### src/rtl/ram_port_arbiter.sv
// ram_port_arbiter
//   N-channel front end for a single RAM transaction port. Requesters
//   present a held ch_txe request with strobes, address and write data; one
//   winner is granted (round-robin or fixed priority) and its transaction is
//   driven toward the RAM with the txe/txs handshake. Each grant ends with
//   exactly one ch_txs (RAM answered) or ch_err (timeout) pulse.
//
// Ports
//   clk, rst              clock (posedge) and asynchronous active-high reset
//   ch_txe/ch_re/ch_we    per-channel request, read strobe, write strobe
//   ch_addr, ch_wd        packed per-channel address / write data
//   ch_txs, ch_err        one-cycle completion / timeout pulse to the grantee
//   ch_out                read data of the last successful transaction
//   ram_txe/re/we         transaction enable and strobes toward the RAM
//   ram_addr, ram_wd      address and write data toward the RAM
//   ram_txs, ram_out      RAM success pulse and read data (valid with txs)
module ram_port_arbiter #(
  parameter int unsigned CH      = 2,
  parameter int unsigned ADDR_W  = 64,
  parameter int unsigned DATA_W  = 32,
  parameter int unsigned RR      = 1,
  parameter int unsigned TIMEOUT = 255
) (
  input  logic                 clk,
  input  logic                 rst,
  input  logic [CH-1:0]        ch_txe,
  input  logic [CH-1:0]        ch_re,
  input  logic [CH-1:0]        ch_we,
  input  logic [CH*ADDR_W-1:0] ch_addr,
  input  logic [CH*DATA_W-1:0] ch_wd,
  output logic [CH-1:0]        ch_txs,
  output logic [CH-1:0]        ch_err,
  output logic [DATA_W-1:0]    ch_out,
  output logic                 ram_txe,
  output logic                 ram_re,
  output logic                 ram_we,
  output logic [ADDR_W-1:0]    ram_addr,
  output logic [DATA_W-1:0]    ram_wd,
  input  logic                 ram_txs,
  input  logic [DATA_W-1:0]    ram_out
);

  localparam int unsigned IDX_W = (CH > 1) ? $clog2(CH) : 1;
  // Counter only has to reach TIMEOUT-1.
  localparam int unsigned CNT_W = (TIMEOUT > 1) ? $clog2(TIMEOUT) : 1;
  localparam logic [CNT_W-1:0] CNT_LAST = CNT_W'((TIMEOUT > 0) ? TIMEOUT - 1 : 0);

  typedef enum logic [1:0] {IDLE, BUSY, RELEASE} state_t;

  state_t             state, state_next;
  logic [IDX_W-1:0]   ptr;
  logic [IDX_W-1:0]   grant;
  logic [CNT_W-1:0]   cnt;

  logic               any_req;
  logic [IDX_W-1:0]   win;
  logic               sel_re, sel_we;
  logic [ADDR_W-1:0]  sel_addr;
  logic [DATA_W-1:0]  sel_wd;
  logic               grant_txe;
  logic               timeout_hit;
  logic [IDX_W-1:0]   ptr_next;
  int                 j;

  // Winner selection. Scanning from the far end downward lets the candidate
  // closest to the search start overwrite the others, giving "first set bit
  // at or above ptr" (RR) or "lowest index" (fixed) without a priority chain.
  // NOTE: every always_comb output gets a default first so no path leaves a
  // variable unassigned, which would infer a latch.
  always_comb begin
    any_req   = |ch_txe;
    win       = '0;
    j         = 0;
    sel_re    = 1'b0;
    sel_we    = 1'b0;
    sel_addr  = '0;
    sel_wd    = '0;
    grant_txe = 1'b0;
    for (int k = int'(CH) - 1; k >= 0; k--) begin
      j = (RR != 0) ? int'(ptr) + k : k;
      if (j >= int'(CH)) j = j - int'(CH);
      if (ch_txe[IDX_W'(j)]) win = IDX_W'(j);
    end
    for (int i = 0; i < int'(CH); i++) begin
      if (IDX_W'(i) == win) begin
        sel_re   = ch_re[i];
        sel_we   = ch_we[i];
        sel_addr = ch_addr[i*ADDR_W +: ADDR_W];
        sel_wd   = ch_wd[i*DATA_W +: DATA_W];
      end
      if (IDX_W'(i) == grant) grant_txe = ch_txe[i];
    end
  end

  always_comb begin
    timeout_hit = (TIMEOUT != 0) && (cnt == CNT_LAST);
    ptr_next    = (grant == IDX_W'(CH - 1)) ? '0 : grant + 1'b1;
  end

  // Next-state logic.
  always_comb begin
    state_next = state;
    case (state)
      IDLE:    if (any_req) state_next = BUSY;
      BUSY:    if (ram_txs || timeout_hit) state_next = RELEASE;
      RELEASE: if (!grant_txe) state_next = IDLE;
      default: state_next = IDLE;
    endcase
  end

  // NOTE: sequential state uses non-blocking assignments so every register
  // samples pre-edge values regardless of statement order.
  always_ff @(posedge clk or posedge rst) begin
    if (rst) state <= IDLE;
    else     state <= state_next;
  end

  // Registered datapath and handshake outputs. Reset clears everything so an
  // in-flight transaction is dropped without any completion pulse.
  always_ff @(posedge clk or posedge rst) begin
    if (rst) begin
      ptr      <= '0;
      grant    <= '0;
      cnt      <= '0;
      ch_txs   <= '0;
      ch_err   <= '0;
      ch_out   <= '0;
      ram_txe  <= 1'b0;
      ram_re   <= 1'b0;
      ram_we   <= 1'b0;
      ram_addr <= '0;
      ram_wd   <= '0;
    end else begin
      ch_txs <= '0;
      ch_err <= '0;
      case (state)
        IDLE: begin
          if (any_req) begin
            grant    <= win;
            ram_addr <= sel_addr;
            ram_wd   <= sel_wd;
            ram_we   <= sel_we;
            ram_re   <= sel_re & ~sel_we;  // write wins over read
            ram_txe  <= 1'b1;
            cnt      <= '0;
          end
        end
        BUSY: begin
          // ram_txs takes precedence over a coinciding timeout.
          if (ram_txs) begin
            ram_txe <= 1'b0;
            ch_txs  <= CH'(1) << grant;
            ch_out  <= ram_out;
            ptr     <= ptr_next;
          end else if (timeout_hit) begin
            ram_txe <= 1'b0;
            ch_err  <= CH'(1) << grant;
            ptr     <= ptr_next;
          end else if (TIMEOUT != 0) begin
            cnt <= cnt + 1'b1;
          end
        end
        RELEASE: begin
          if (!grant_txe) cnt <= '0;
        end
        default: ;
      endcase
    end
  end

endmodule

### config.mk
export PLATFORM = sky130hd
export DESIGN_NAME = ram_port_arbiter
export DESIGN_NICKNAME = d
export VERILOG_FILES = /design/src/rtl/ram_port_arbiter.sv
export SDC_FILE = /design/constraint.sdc
export NUM_CORES = 1
export LEC_CHECK = 0
export ABC_CLOCK_PERIOD_IN_PS = 12000
export BUFFER_PORTS_ARGS = -buffer_cell sky130_fd_sc_hd__buf_2
export CORE_AREA = 2 2 144 146
export DETAILED_ROUTE_END_ITERATION = 10
export DIE_AREA = 0 0 146 148
export GPL_ROUTABILITY_DRIVEN = 0
export GPL_TIMING_DRIVEN = 0
export PLACE_DENSITY = 0.63
export SLEW_MARGIN = 20
export SYNTH_ARGS = -nofsm -noshare
export SYNTH_HDL_FRONTEND = slang
export SYNTH_SLANG_ARGS = --single-unit
### constraint.sdc
create_clock -name clk -period 12 [get_ports clk]
set_input_delay 1.2 -clock clk [delete_from_list [all_inputs] [get_ports clk]]
set_output_delay 1.2 -clock clk [all_outputs]
set_load 0.01 [all_outputs]
# Word-level counts from Yosys, hierarchy flattened
# Index checks and enable logic that the tools add are counted.
# Widths: inputs -> output; s select.
[op_classes]
n_lt_le_gt_ge = 4
n_mux = 34
bitwise = 2
n_addsub = 5
n_eq_ne = 9
shifts = 1
n_reduce_logical = 12
[op_table]
columns = ["cell", "count"]
rows = [
  ["$mux 64", 1],
  ["$mux 32", 1],
  ["$mux 8", 4],
  ["$pmux 8 s3", 1],
  ["$mux 1", 17],
  ["$mux 2", 8],
  ["$ne 2x2->1 const B", 5],
  ["$add 8x1->8 const B", 1],
  ["$eq 8x8->1 const B", 1],
  ["$lt 1x3->1 const B", 2],
  ["$pmux 2 s3", 1],
  ["$reduce_and 2->1", 3],
  ["$reduce_and 3->1", 2],
  ["$reduce_and 5->1", 1],
  ["$reduce_bool 2->1", 2],
  ["$ne 3x3->1 const B", 1],
  ["$reduce_bool 3->1", 1],
  ["$add 1x1->2 const B", 1],
  ["$eq 2x1->1 const B", 1],
  ["$eq 2x2->1 const B", 1],
  ["$ge 1x2->1 const B", 1],
  ["$ge 2x2->1 const B", 1],
  ["$logic_not 2->1", 1],
  ["$pmux 1 s2", 1],
  ["other kinds (7)", 8],
]
[word_totals]
register_bits = 147
word_cells = 79
output_inout_bits = 135
input_bits = 233

# Depth between registers and ports, before layout
[depth]
depth_word = 11
ltp_mapped = 8
mapped_depth_nobuf = 6

# Worst setup path before layout
# OpenSTA, ideal clock, no wires.
[synth_path]
path_kind = "input port to flip-flop"
from = "in ch_txe[0]"
to = "reg cnt[3]"
t_arrival_ns = 2.187
setup_time_ns = 0.124
t_required_ns = 11.876
slack_ns = 9.690
path_stages = 5
n_path_buf = 1
path_cell_list = "buf_6 > mux2_2 > nand3b_1 > and3_4 > a211o_1"
[synth_via]
elab_chain_cells = 3
elab_cells_between_ends = 5
cone_classes = "eq/ne: 2; mux: 1; reduce/logical: 2"
[synth_rtl]
columns = ["element", "line_no", "text"]
rows = [
  ["from (decl)", "26", "input logic [CH-1:0] ch_txe,"],
  ["$mux 1 or $reduce_or 2->1 (tied branches)", "91, 71", ""],
  ["$ne 2x2->1 (no source line)", "-", ""],
  ["$reduce_and 5->1 (no source line) *", "-", ""],
  ["to (signal assigned)", "160", "cnt <= cnt + 1'b1;"],
  ["to (decl)", "53", "logic [CNT_W-1:0] cnt;"],
]
# Mark *: on every way between the ends. The rest lies on a longest branch, timed or not.
# A chain may end at the register's enable or synchronous reset.

# Worst setup path in the final report
[layout_path]
from = "in ch_txe[0]"
to = "reg ram_addr[57]"
[layout_via]
elab_chain_cells = 5
elab_cells_between_ends = 9
cone_classes = "mux: 7; reduce/logical: 2"
[layout_rtl]
columns = ["element", "line_no", "text"]
rows = [
  ["$mux 1 (not written as such) (2 in a row)", "82", "if (ch_txe[IDX_W'(j)]) win = IDX_W'(j);"],
  ["$mux 1 (2 in a row)", "82", ""],
  ["$mux 64", "85", "if (IDX_W'(i) == win) begin"],
  ["to (signal assigned)", "140", "ram_addr <= sel_addr;"],
  ["to (decl)", "37", "output logic [ADDR_W-1:0] ram_addr,"],
]
# Several ways; a longest one is shown, not always the timed one. The select of a mux whose other input is x is not followed.

==> results.yml <==
status:
  status: "finished clean"
logic_synthesis:
  ys_types: 44
  synth_top_area_frac: 0.5595
  synth_most_common_cell: "dfrtp_1"
  synthSimpleGateAreaFrac: 0.08754
  syn_area_per_cell_um2: 11.34
  synthFlopType: "dfrtp_1"
  synth-edff-count: 0
  synthCells: 580
  yosysWarnings: 0
  synth_common_cells: "dfrtp_1, nand2_1, mux2i_1"
  yosys.area.top_type: "dfrtp_1"
  yosys.area_share.xor_xnor: 0
  syn_nets: 815
  ys_async_sr_fraction: 1.000
  synth_mux_area_frac: 0.2082
  synth_top_family_by_area: "multiplexers"
  synthAdderAreaFrac: 0.003806
  ys_ff_latch: 147
  syn_area_um2: 6575
  synth_compound_area_frac: 0.1043
  ys_seq_area_frac: 0.5595
  ys_top_cells_by_area: "dfrtp_1, mux2i_1, o21ai_0"
clocking:
  clk_pin_slew_worst_paths_ns: 0.06
  insertion_delay_ns: 0.41
  cts_buffers: 17
  cts_setup_buffers: 0
  htree_num_levels: 4
  clkSinkCount: 147
  root_buffer: "clkbuf_16"
  cts_tree: "done"
  clk_path_buf_depth: 2
  cts_hold_buf: 0
  ctsResizeCount: 0
sta:
  slew_headroom: 0.4933
  finalSetupViolCount: 0
  final.setup_skew_ns: 0.009638
  slew_violations: 0
  finalCritPeriodShare: 0.1834
  max_freq_ghz: 0.4544
  finalSetupTns_ns: 0
  fin_ws_ns: 9.799
  rsz0062_at_grt: "no"
  max_slew.worst_pin.slew_ns: 0.7600
  period_needed_ns: 2.201
  finalHoldViolCount: 0
power_and_ir_drop:
  p_comb_frac: 0.421
  irDropWorstVdd_mv: 0.1036
  p_leak_nw: 5.115
  powerDensity_nw_per_um2: 249.8
  swShare: 0.3797
  seqPwrFrac: 0.362
  total_power_mw: 2.334
  pwr-share-clk: 0.217
  internal_power_mw: 1.448
  p_switching_mw: 0.8862
finish:
  fillers: 1963
  final_nets: 1201
  drive_above_1_share: 0.4729
  diodes: 0
  finalCoreUtilization: 0.4662
  area_delta_synth_final_pct: 42.07
  final_area_um2: 9341
routing:
  wl_um: 20270
  drtPass1Iterations: 4
  met1_length_um: 8530
  dr_wl_met3_um: 1314
  wl_per_cell_um: 16.25
  vias_per_cell: 4.597
  ant_nets: 0
  vias: 5732
  drt_iter0_drc: 210
  drc: 0
  met2WireLength_um: 10230
  highest_layer: "met4"
worst_setup_path:
  reg2reg_depth: 6
  path_class: "input pin to register"
  worst_setup_path_start_kind: "input pin"
  critPathCapture: "ram_addr[57]"
  critPathMaxFanout: 10
  reg2reg_setup_slack_ns: 10.24
  crit_start: "ch_txe[0]"
  cp.arrival_ns: 2.46
  r2r_end: "cnt[5]"
  worstSetupEndpointType: "register"
  reg2reg_from: "cnt[0]"
  critPathRequiredTime_ns: 12.25
job:
  cap_violations: 0
grt:
  grt_pass1_vias: 5649
  grt-ovfl-total: 0
  track_usage: 0.1858
  grt_max_degree: 81
  grt_first_pass_wirelength_um: 31080
  antenna_found_initial: 0
floorplan:
  rows: 52
  ios: 368
  die_x_um: 146
  dieHeight_um: 148
  core_um2: 20040
  die_area_um2: 21610
  start_util: 0.3281
min_path:
  hold_path_class: "register to register"
  hold_depth: 2
placement:
  dpl_cell_area_um2: 8780
  dp_hpwl_um: 15750
  preCtsSetupSlack_ns: 9.324
  portBuffers: 366
==> area by class of cell <==
| type | count | area, µm² | share of cell area |
|---|---|---|---|
| well taps | 270 | 337.8 | 0.03616 |
| multi-input cells | 388 | 2655 | 0.2842 |
| clock buffers | 22 | 484.2 | 0.05183 |
| flip-flops and latches | 147 | 3679 | 0.3938 |
| repair buffers | 367 | 1859 | 0.1990 |
| clock inverters | 8 | 77.57 | 0.008304 |
| inverters | 7 | 33.78 | 0.003616 |
| plain buffers | 38 | 215.2 | 0.02304 |
==> stage by stage <==
step                      hold slack (ns)  std cells
after global placement             0.4574       1216
after CTS                          0.4778       1247
after floorplan                    0.4704        580
after detailed placement           0.4644       1217
final                              0.4711       1247
after global routing               0.4959       1247
==> flip-flops by register name, summed over array words and instances (netlist names) <==
register and cells:
ram_addr 64, ch_out 32, ram_wd 32, cnt 8
ch_err 2, ch_txs 2, state 2, grant 1
ptr 1, ram_re 1, ram_txe 1, ram_we 1
==> cell families after synthesis <==
| kind of cell | Yosys count |
|---|---|
| DFF | 147 |
| and+or+nand+nor | 131 |
| AOI/OAI and AO/OA | 123 |
| adders and majority gates | 2 |
| buffers and inverters | 45 |
| muxes | 132 |
==> routing by layer <==
metal / vias to the layer above / track usage
met2: 241 / 0.3278
met3: 14 / 0.04352
met4: 0 / 0.04078
met5: - / 0
li1: 2796 / -
met1: 2681 / 0.2331
==> layout by cell type, fill, tap and decap left out, drive strengths merged, types with 2 or more instances in the layout <==
master	n
a211o	2
nand2	103
or3	3
ha	2
nor2	8
o311a	2
o211ai	2
and3	3
inv	8
mux2	35
clkinvlp	2
o21ai	103
a21oi	3
clkbuf	31
clkinv	4
dfrtp	147
a21o	2
nand3	5
buf	396
nor3	3
mux2i	97
nor3b	2
==> power by group through the flow <==
stage | Sequential (mW) | Combinational (mW) | Clock (mW)
detailed placement | 0.852 | 1.00 | 0
floorplan | 0.954 | 0.457 | 0
global placement | 0.845 | 0.988 | 0
finish | 0.845 | 0.983 | 0.506
global route | 0.874 | 1.09 | 0.543
CTS | 0.846 | 1.00 | 0.518
==> worst min path at each step <==
stage,start,to,slack [ns]
detailed placement,ram_addr[20],ram_addr[20],0.46
CTS,ram_wd[18],ram_wd[18],0.48
finish,ram_wd[26],ram_wd[26],0.47
floorplan,grant,ch_err[0],0.47
global route,ram_addr[8],ram_addr[8],0.50
global placement,ram_addr[24],ram_addr[24],0.46
==> critical path: stages <==
cell and delay, ns:
buf_6 0.11, nand2_2 0.26, buf_2 0.40, mux2i_1 0.36
o21ai_0 0.11
Power figures use the tool's default switching activity.
